`config.mk`:
```
export PLATFORM = sky130hd
export DESIGN_NAME = multicycle_controller
export DESIGN_NICKNAME = d
export VERILOG_FILES = /design/src/rtl/multicycle_controller.sv
export SDC_FILE = /design/constraint.sdc
export NUM_CORES = 1
export LEC_CHECK = 0
export ABC_AREA = 1
export CELL_PAD_IN_SITES_DETAIL_PLACEMENT = 1
export CELL_PAD_IN_SITES_GLOBAL_PLACEMENT = 2
export CORE_ASPECT_RATIO = 1.25
export CORE_MARGIN = 3
export CORE_UTILIZATION = 20
export DETAILED_ROUTE_END_ITERATION = 10
export PLACE_DENSITY_LB_ADDON = 0.12
export SYNTH_ARGS = -nofsm -noshare
export SYNTH_HDL_FRONTEND = slang
export SYNTH_SLANG_ARGS = --single-unit
```
`constraint.sdc`:
```
create_clock -name clk -period 2.6 [get_ports clk]
set_input_delay 0.39 -clock clk [delete_from_list [all_inputs] [get_ports clk]]
set_output_delay 0.39 -clock clk [all_outputs]
set_load 0.02 [all_outputs]
```
`src/rtl/multicycle_controller.sv`:
```
// multicycle_controller
//   Moore FSM that sequences a multicycle RV32I-subset datapath built around
//   a shared instruction/data memory and the IR, OldPC, ALUOut and Data
//   holding registers. Handles lw, sw, R-type (add/sub/slt/or/and),
//   I-type ALU (addi/slti/ori/andi), beq and jal. Anything else parks the
//   FSM in TRAP until reset.
//
//   MEM_WAIT extra cycles are spent in FETCH and MEMREAD so a synchronous
//   memory has its read data ready before IR / Data capture it.
//
// Ports
//   clk          in   rising-edge clock
//   reset        in   asynchronous, active-high
//   op           in   IR[6:0]
//   funct3       in   IR[14:12]
//   funct7b5     in   IR[30]
//   zero         in   ALU zero flag (same cycle)
//   pc_write     out  PC load enable
//   adr_src      out  memory address select: 0=PC, 1=ALUOut
//   mem_write    out  memory write enable
//   ir_write     out  IR / OldPC load enable
//   reg_write    out  register file write enable
//   result_src   out  00=ALUOut, 01=Data, 10=ALU result
//   alu_src_a    out  00=PC, 01=OldPC, 10=rs1
//   alu_src_b    out  00=rs2, 01=imm_ext, 10=constant 4
//   alu_control  out  000 add, 001 sub, 101 slt, 011 or, 010 and
//   imm_src      out  00 I, 01 S, 10 B, 11 J
//   illegal      out  high while in TRAP
//   state_debug  out  current state code
module multicycle_controller #(
  parameter int MEM_WAIT = 1
) (
  input  logic       clk,
  input  logic       reset,
  input  logic [6:0] op,
  input  logic [2:0] funct3,
  input  logic       funct7b5,
  input  logic       zero,
  output logic       pc_write,
  output logic       adr_src,
  output logic       mem_write,
  output logic       ir_write,
  output logic       reg_write,
  output logic [1:0] result_src,
  output logic [1:0] alu_src_a,
  output logic [1:0] alu_src_b,
  output logic [2:0] alu_control,
  output logic [1:0] imm_src,
  output logic       illegal,
  output logic [3:0] state_debug
);

  localparam logic [3:0] S_FETCH    = 4'd0;
  localparam logic [3:0] S_DECODE   = 4'd1;
  localparam logic [3:0] S_MEMADR   = 4'd2;
  localparam logic [3:0] S_MEMREAD  = 4'd3;
  localparam logic [3:0] S_MEMWB    = 4'd4;
  localparam logic [3:0] S_MEMWRITE = 4'd5;
  localparam logic [3:0] S_EXECR    = 4'd6;
  localparam logic [3:0] S_EXECI    = 4'd7;
  localparam logic [3:0] S_ALUWB    = 4'd8;
  localparam logic [3:0] S_BEQ      = 4'd9;
  localparam logic [3:0] S_JAL      = 4'd10;
  localparam logic [3:0] S_TRAP     = 4'd15;

  localparam logic [6:0] OP_LOAD  = 7'b0000011;
  localparam logic [6:0] OP_STORE = 7'b0100011;
  localparam logic [6:0] OP_RTYPE = 7'b0110011;
  localparam logic [6:0] OP_ITYPE = 7'b0010011;
  localparam logic [6:0] OP_BEQ   = 7'b1100011;
  localparam logic [6:0] OP_JAL   = 7'b1101111;

  localparam logic [2:0] ALU_ADD = 3'b000;
  localparam logic [2:0] ALU_SUB = 3'b001;
  localparam logic [2:0] ALU_SLT = 3'b101;
  localparam logic [2:0] ALU_OR  = 3'b011;
  localparam logic [2:0] ALU_AND = 3'b010;

  localparam logic [1:0] WAIT_MAX = 2'(MEM_WAIT);

  logic [3:0] state, state_nx;
  logic [1:0] wait_cnt;
  logic       wait_done;
  logic       funct3_ok;
  logic [2:0] alu_fn;

  // raw enables before reset gating
  logic pc_write_c, mem_write_c, ir_write_c, reg_write_c;

  assign wait_done = (wait_cnt == WAIT_MAX);

  // funct3 values the R/I ALU path can execute
  assign funct3_ok = (funct3 == 3'b000) || (funct3 == 3'b010) ||
                     (funct3 == 3'b110) || (funct3 == 3'b111);

  // ALU op for EXECR/EXECI; funct7b5 selects sub only for register ops,
  // since for addi IR[30] is just an immediate bit.
  always_comb begin
    alu_fn = ALU_ADD;
    case (funct3)
      3'b000:  alu_fn = (state == S_EXECR && funct7b5) ? ALU_SUB : ALU_ADD;
      3'b010:  alu_fn = ALU_SLT;
      3'b110:  alu_fn = ALU_OR;
      3'b111:  alu_fn = ALU_AND;
      default: alu_fn = ALU_ADD;
    endcase
  end

  // next state
  always_comb begin
    state_nx = state;
    case (state)
      S_FETCH:   state_nx = wait_done ? S_DECODE : S_FETCH;
      S_DECODE: begin
        case (op)
          OP_LOAD, OP_STORE: state_nx = S_MEMADR;
          OP_RTYPE:          state_nx = funct3_ok ? S_EXECR : S_TRAP;
          OP_ITYPE:          state_nx = funct3_ok ? S_EXECI : S_TRAP;
          OP_BEQ:            state_nx = (funct3 == 3'b000) ? S_BEQ : S_TRAP;
          OP_JAL:            state_nx = S_JAL;
          default:           state_nx = S_TRAP;
        endcase
      end
      S_MEMADR:   state_nx = op[5] ? S_MEMWRITE : S_MEMREAD;
      S_MEMREAD:  state_nx = wait_done ? S_MEMWB : S_MEMREAD;
      S_MEMWB:    state_nx = S_FETCH;
      S_MEMWRITE: state_nx = S_FETCH;
      S_EXECR:    state_nx = S_ALUWB;
      S_EXECI:    state_nx = S_ALUWB;
      S_ALUWB:    state_nx = S_FETCH;
      S_BEQ:      state_nx = S_FETCH;
      S_JAL:      state_nx = S_ALUWB;
      S_TRAP:     state_nx = S_TRAP;
      // unused encodings are treated as a fault and parked in TRAP
      default:    state_nx = S_TRAP;
    endcase
  end

  always_ff @(posedge clk or posedge reset) begin
    if (reset) state <= S_FETCH;
    else       state <= state_nx;
  end

  // Wait counter runs only inside the two memory-read states and restarts
  // from zero every time one of them is entered.
  always_ff @(posedge clk or posedge reset) begin
    if (reset)
      wait_cnt <= 2'd0;
    else if ((state == S_FETCH || state == S_MEMREAD) && !wait_done)
      wait_cnt <= wait_cnt + 2'd1;
    else
      wait_cnt <= 2'd0;
  end

  // Moore outputs
  always_comb begin
    pc_write_c  = 1'b0;
    mem_write_c = 1'b0;
    ir_write_c  = 1'b0;
    reg_write_c = 1'b0;
    adr_src     = 1'b0;
    result_src  = 2'b00;
    alu_src_a   = 2'b00;
    alu_src_b   = 2'b00;
    alu_control = ALU_ADD;
    imm_src     = 2'b00;
    illegal     = 1'b0;
    case (state)
      S_FETCH: begin
        alu_src_a  = 2'b00;
        alu_src_b  = 2'b10;
        result_src = 2'b10;
        // capture only once memory data is valid; PC+4 goes straight to PC
        ir_write_c = wait_done;
        pc_write_c = wait_done;
      end
      S_DECODE: begin
        // precompute branch/jump target into ALUOut from OldPC
        alu_src_a = 2'b01;
        alu_src_b = 2'b01;
        imm_src   = (op == OP_JAL) ? 2'b11 : 2'b10;
      end
      S_MEMADR: begin
        alu_src_a = 2'b10;
        alu_src_b = 2'b01;
        imm_src   = op[5] ? 2'b01 : 2'b00;
      end
      S_MEMREAD: begin
        adr_src    = 1'b1;
        result_src = 2'b00;
      end
      S_MEMWB: begin
        result_src  = 2'b01;
        reg_write_c = 1'b1;
      end
      S_MEMWRITE: begin
        adr_src     = 1'b1;
        result_src  = 2'b00;
        mem_write_c = 1'b1;
      end
      S_EXECR: begin
        alu_src_a   = 2'b10;
        alu_src_b   = 2'b00;
        alu_control = alu_fn;
      end
      S_EXECI: begin
        alu_src_a   = 2'b10;
        alu_src_b   = 2'b01;
        imm_src     = 2'b00;
        alu_control = alu_fn;
      end
      S_ALUWB: begin
        result_src  = 2'b00;
        reg_write_c = 1'b1;
      end
      S_BEQ: begin
        alu_src_a   = 2'b10;
        alu_src_b   = 2'b00;
        alu_control = ALU_SUB;
        result_src  = 2'b00;
        pc_write_c  = zero;
      end
      S_JAL: begin
        // PC <= target held in ALUOut while the ALU forms OldPC+4 for rd
        alu_src_a  = 2'b01;
        alu_src_b  = 2'b10;
        result_src = 2'b00;
        pc_write_c = 1'b1;
      end
      S_TRAP: illegal = 1'b1;
      default: illegal = 1'b1;
    endcase
  end

  // With MEM_WAIT=0 FETCH would raise ir/pc write combinationally while
  // reset is still high, so every enable is gated by reset.
  assign pc_write    = pc_write_c  & ~reset;
  assign mem_write   = mem_write_c & ~reset;
  assign ir_write    = ir_write_c  & ~reset;
  assign reg_write   = reg_write_c & ~reset;
  assign state_debug = state;

endmodule

```
==> metrics.md <==
| Metric | Value |
|---|---|
| Slew @ Worst Pin | `315 ps` |
| Number of max-cap violations | `0` |
| Ys async rst share | `1.00` |
| Post-route insts no fill | `196` |
| Synth Area in Adders | `0.0180` |
| Max FO, Critical Path | `4` |
| Reg clk slew, reported paths | `40 ps` |
| WHS Path Cells | `1` |
| Peak VDD IR | `0.000196 V` |
| Count leader, synth | `nand2_1` |
| RSZ-0062 raised after global routing | `no` |
| Max Slew Vio Count | `0` |
| Fin util | `0.344` |
| Via count | `878` |
| WL met1 | `914 um` |
| Total power | `274 uW` |
| Seq/Total Area, Yosys | `0.215` |
| Row Count | `23` |
| Resized cells post-CTS | `0` |
| Initial DRT Pass Iterations | `4` |
| Cells after Synth | `121` |
| Worst hold path class | `register to register` |
| Effective utilization at floorplan | `0.212` |
| Post-synth top flop | `dfrtp_1` |
| Final hold violation count | `0` |
| Slew headroom | `0.788` |
| Inserted Clock Buffers | `3` |
| Initial DRC Count | `7` |
| Placed Cells | `193` |
| Via density | `4.48` |
| Reg2Reg Setup Slack | `1320 ps` |
| Filler cells | `443` |
| Commonest cells post-synth | `33 x nand2_1, 19 x inv_1, 19 x nor2_1` |
| Req. time, crit path | `2210 ps` |
| Insertion delay to the later sink of the worst-skew pair | `220 ps` |
| Mux share of post-synthesis cell area | `0` |
| Routed wl met2 | `1250 um` |
| WP data arrival | `2000 ps` |
| Antenna violations before repair | `0` |
| Top cells by area, synth | `dfrtp_1 22%, nand2_1 18%, inv_1 10%, nor2_1 10%, nand3_1 7.2%` |
| Worst hold slack | `441 ps` |
| HPWL Detailed | `2070 um` |
| Area delta synth->final | `61.9%` |
| Reg2Reg Depth | `9` |
| Largest family of logic cells by synthesized area | `simple AND/OR/NAND/NOR gates` |
| Die Y | `72 um` |
| # DRC | `0` |
| Fraction of layout instances using a drive strength above 1 | `0.132` |
| Post-CTS Hold Fix Bufs | `0` |
| Clock skew | `0.586 ps` |
| Syn_area_per_cell | `5.76 um^2` |
| Yosys cell types | `23` |
| CTS tree | `built` |
| First-pass GRT wire length | `4020 um` |
| Gr usage total | `0.120` |
| Fmax | `418 MHz` |
| Sink Count | `6` |
| Die area | `4230 um^2` |
| Clock Path Buffers | `2` |
| Antenna viol nets, final | `0` |
| Setup bufs post-CTS | `0` |
| Pwr dens | `243 nW/um^2` |
| Wirelength per Cell | `11.8 um` |
| Final setup vio count | `0` |
| Period minus WS final | `2390 ps` |
| Ys Warns | `0` |
| Register Area | `150 um^2` |
| Xor/xnor share of the synthesized area | `0` |
| Hold path startpoint | `wait_cnt[0]$_DFF_PP0_` |
| Crit end category | `primary output` |
| Total gr overflow | `0` |
| Status | `finished clean` |
| Nets@finish | `176` |
| I/O pin count | `35` |
| Crit path kind | `input port to primary output` |
| Routability-driven placement congestion ratio | `0.793` |
| Setup TNS | `0 ps` |
| Core area | `3280 um^2` |
| DR WL met3 | `126 um` |
| Synth Area in Simple Gates | `0.508` |
| Syn_nets | `136` |
| Worst hold path endpoint | `wait_cnt[0]$_DFF_PP0_` |
| Tcrit/Tclk final | `0.920` |
| Seq cells post-synth | `6` |
| Leakage | `0.535 nW` |
| PortBufs | `34` |
| Setup crit start kind | `input port` |
| N_diodes | `0` |
| Max Used Layer | `met4` |
| Vias in the first global route | `907` |
| R2r endpoint | `state_debug[1]$_DFF_PP0_` |
| Worst r2r src | `state_debug[1]$_DFF_PP0_` |
| CTS root buf | `clkbuf_8` |
| Synth top area share | `0.215` |
| Multi-input logic area | `439 um^2` |
| Complex-gate fraction of the synthesized area | `0.104` |
| H-tree Lvls | `1` |
| Post-synth EDFFs | `0` |
| Die W | `58.8 um` |
| Synth Cell Area | `697 um^2` |
| Synth area leader | `dfrtp_1` |
| Total Routed Length | `2310 um` |
| Largest net degree at the start of global routing | `10` |
power by group:
group / switching [mW] / internal (mW) / total [mW]
Clock: 0.0393 / 0.0994 / 0.139
Sequential: 0 / 0.0939 / 0.0939
Combinational: 0.0188 / 0.0230 / 0.0418
logic make-up after synthesis:
group / count (synthesis)
AOI/OAI and AO/OA: 11
adders and majority gates: 1
buffers and inverters: 26
DFF: 6
and+or+nand+nor: 77
placed cells by master, fill, tap and decap left out, types with 3 or more instances in the layout:
master           count
nand2_1             33
dfrtp_1              6
inv_2                5
nand4_1              4
clkdlybuf4s50_1     34
o21ai_0              3
nor2_1              19
nor3_1               3
inv_1               19
nand2_2              3
nand3_1             10
clkbuf_8             3
stage by stage:
stage / setup slack (ps) / instance area [um^2]
2_1_floorplan: 837 / 697
3_3_place_gp: 225 / 1090
3_5_place_dp: 192 / 1090
4_1_cts: 192 / 1130
5_1_grt: 97.3 / 1130
6_report: 207 / 1130
worst max-delay path: stages:
cell and delay, ps:
clkdlybuf4s50_1 520, nand2_1 60, nor2_1 170, nand2_1 100, o22ai_1 130, clkdlybuf4s50_1 630
cell type report:
cell class / instances / share of cell area
sequential: 6 / 0.133
tap: 37 / 0.0410
clock buffer: 3 / 0.0366
multi-input combinational: 89 / 0.389
timing repair buffer: 36 / 0.315
inverter: 25 / 0.0854
routing by layer:
metal / up-vias / global-route usage
li1: 459 / -
met1: 392 / 0.136
met2: 25 / 0.227
met3: 2 / 0.0178
met4: 0 / 0.0302
met5: - / 0
sequential cells by signal, indices dropped and copies added, names as in the netlist:
name,cells
state_debug,4
wait_cnt,2
worst max path at each step:
stage                              from              to  slack (ps)  depth (start not counted)
2_1_floorplan  state_debug[3]$_DFF_PP0_  alu_control[2]         840                          5
3_3_place_gp                  funct3[1]  alu_control[2]         230                          5
3_5_place_dp                      op[5]      imm_src[0]         190                          6
4_1_cts        state_debug[3]$_DFF_PP0_        pc_write         190                          6
5_1_grt                           op[5]      imm_src[0]         100                          6
6_report                          op[5]      imm_src[0]         210                          6
(Power assumes the default switching activity.)
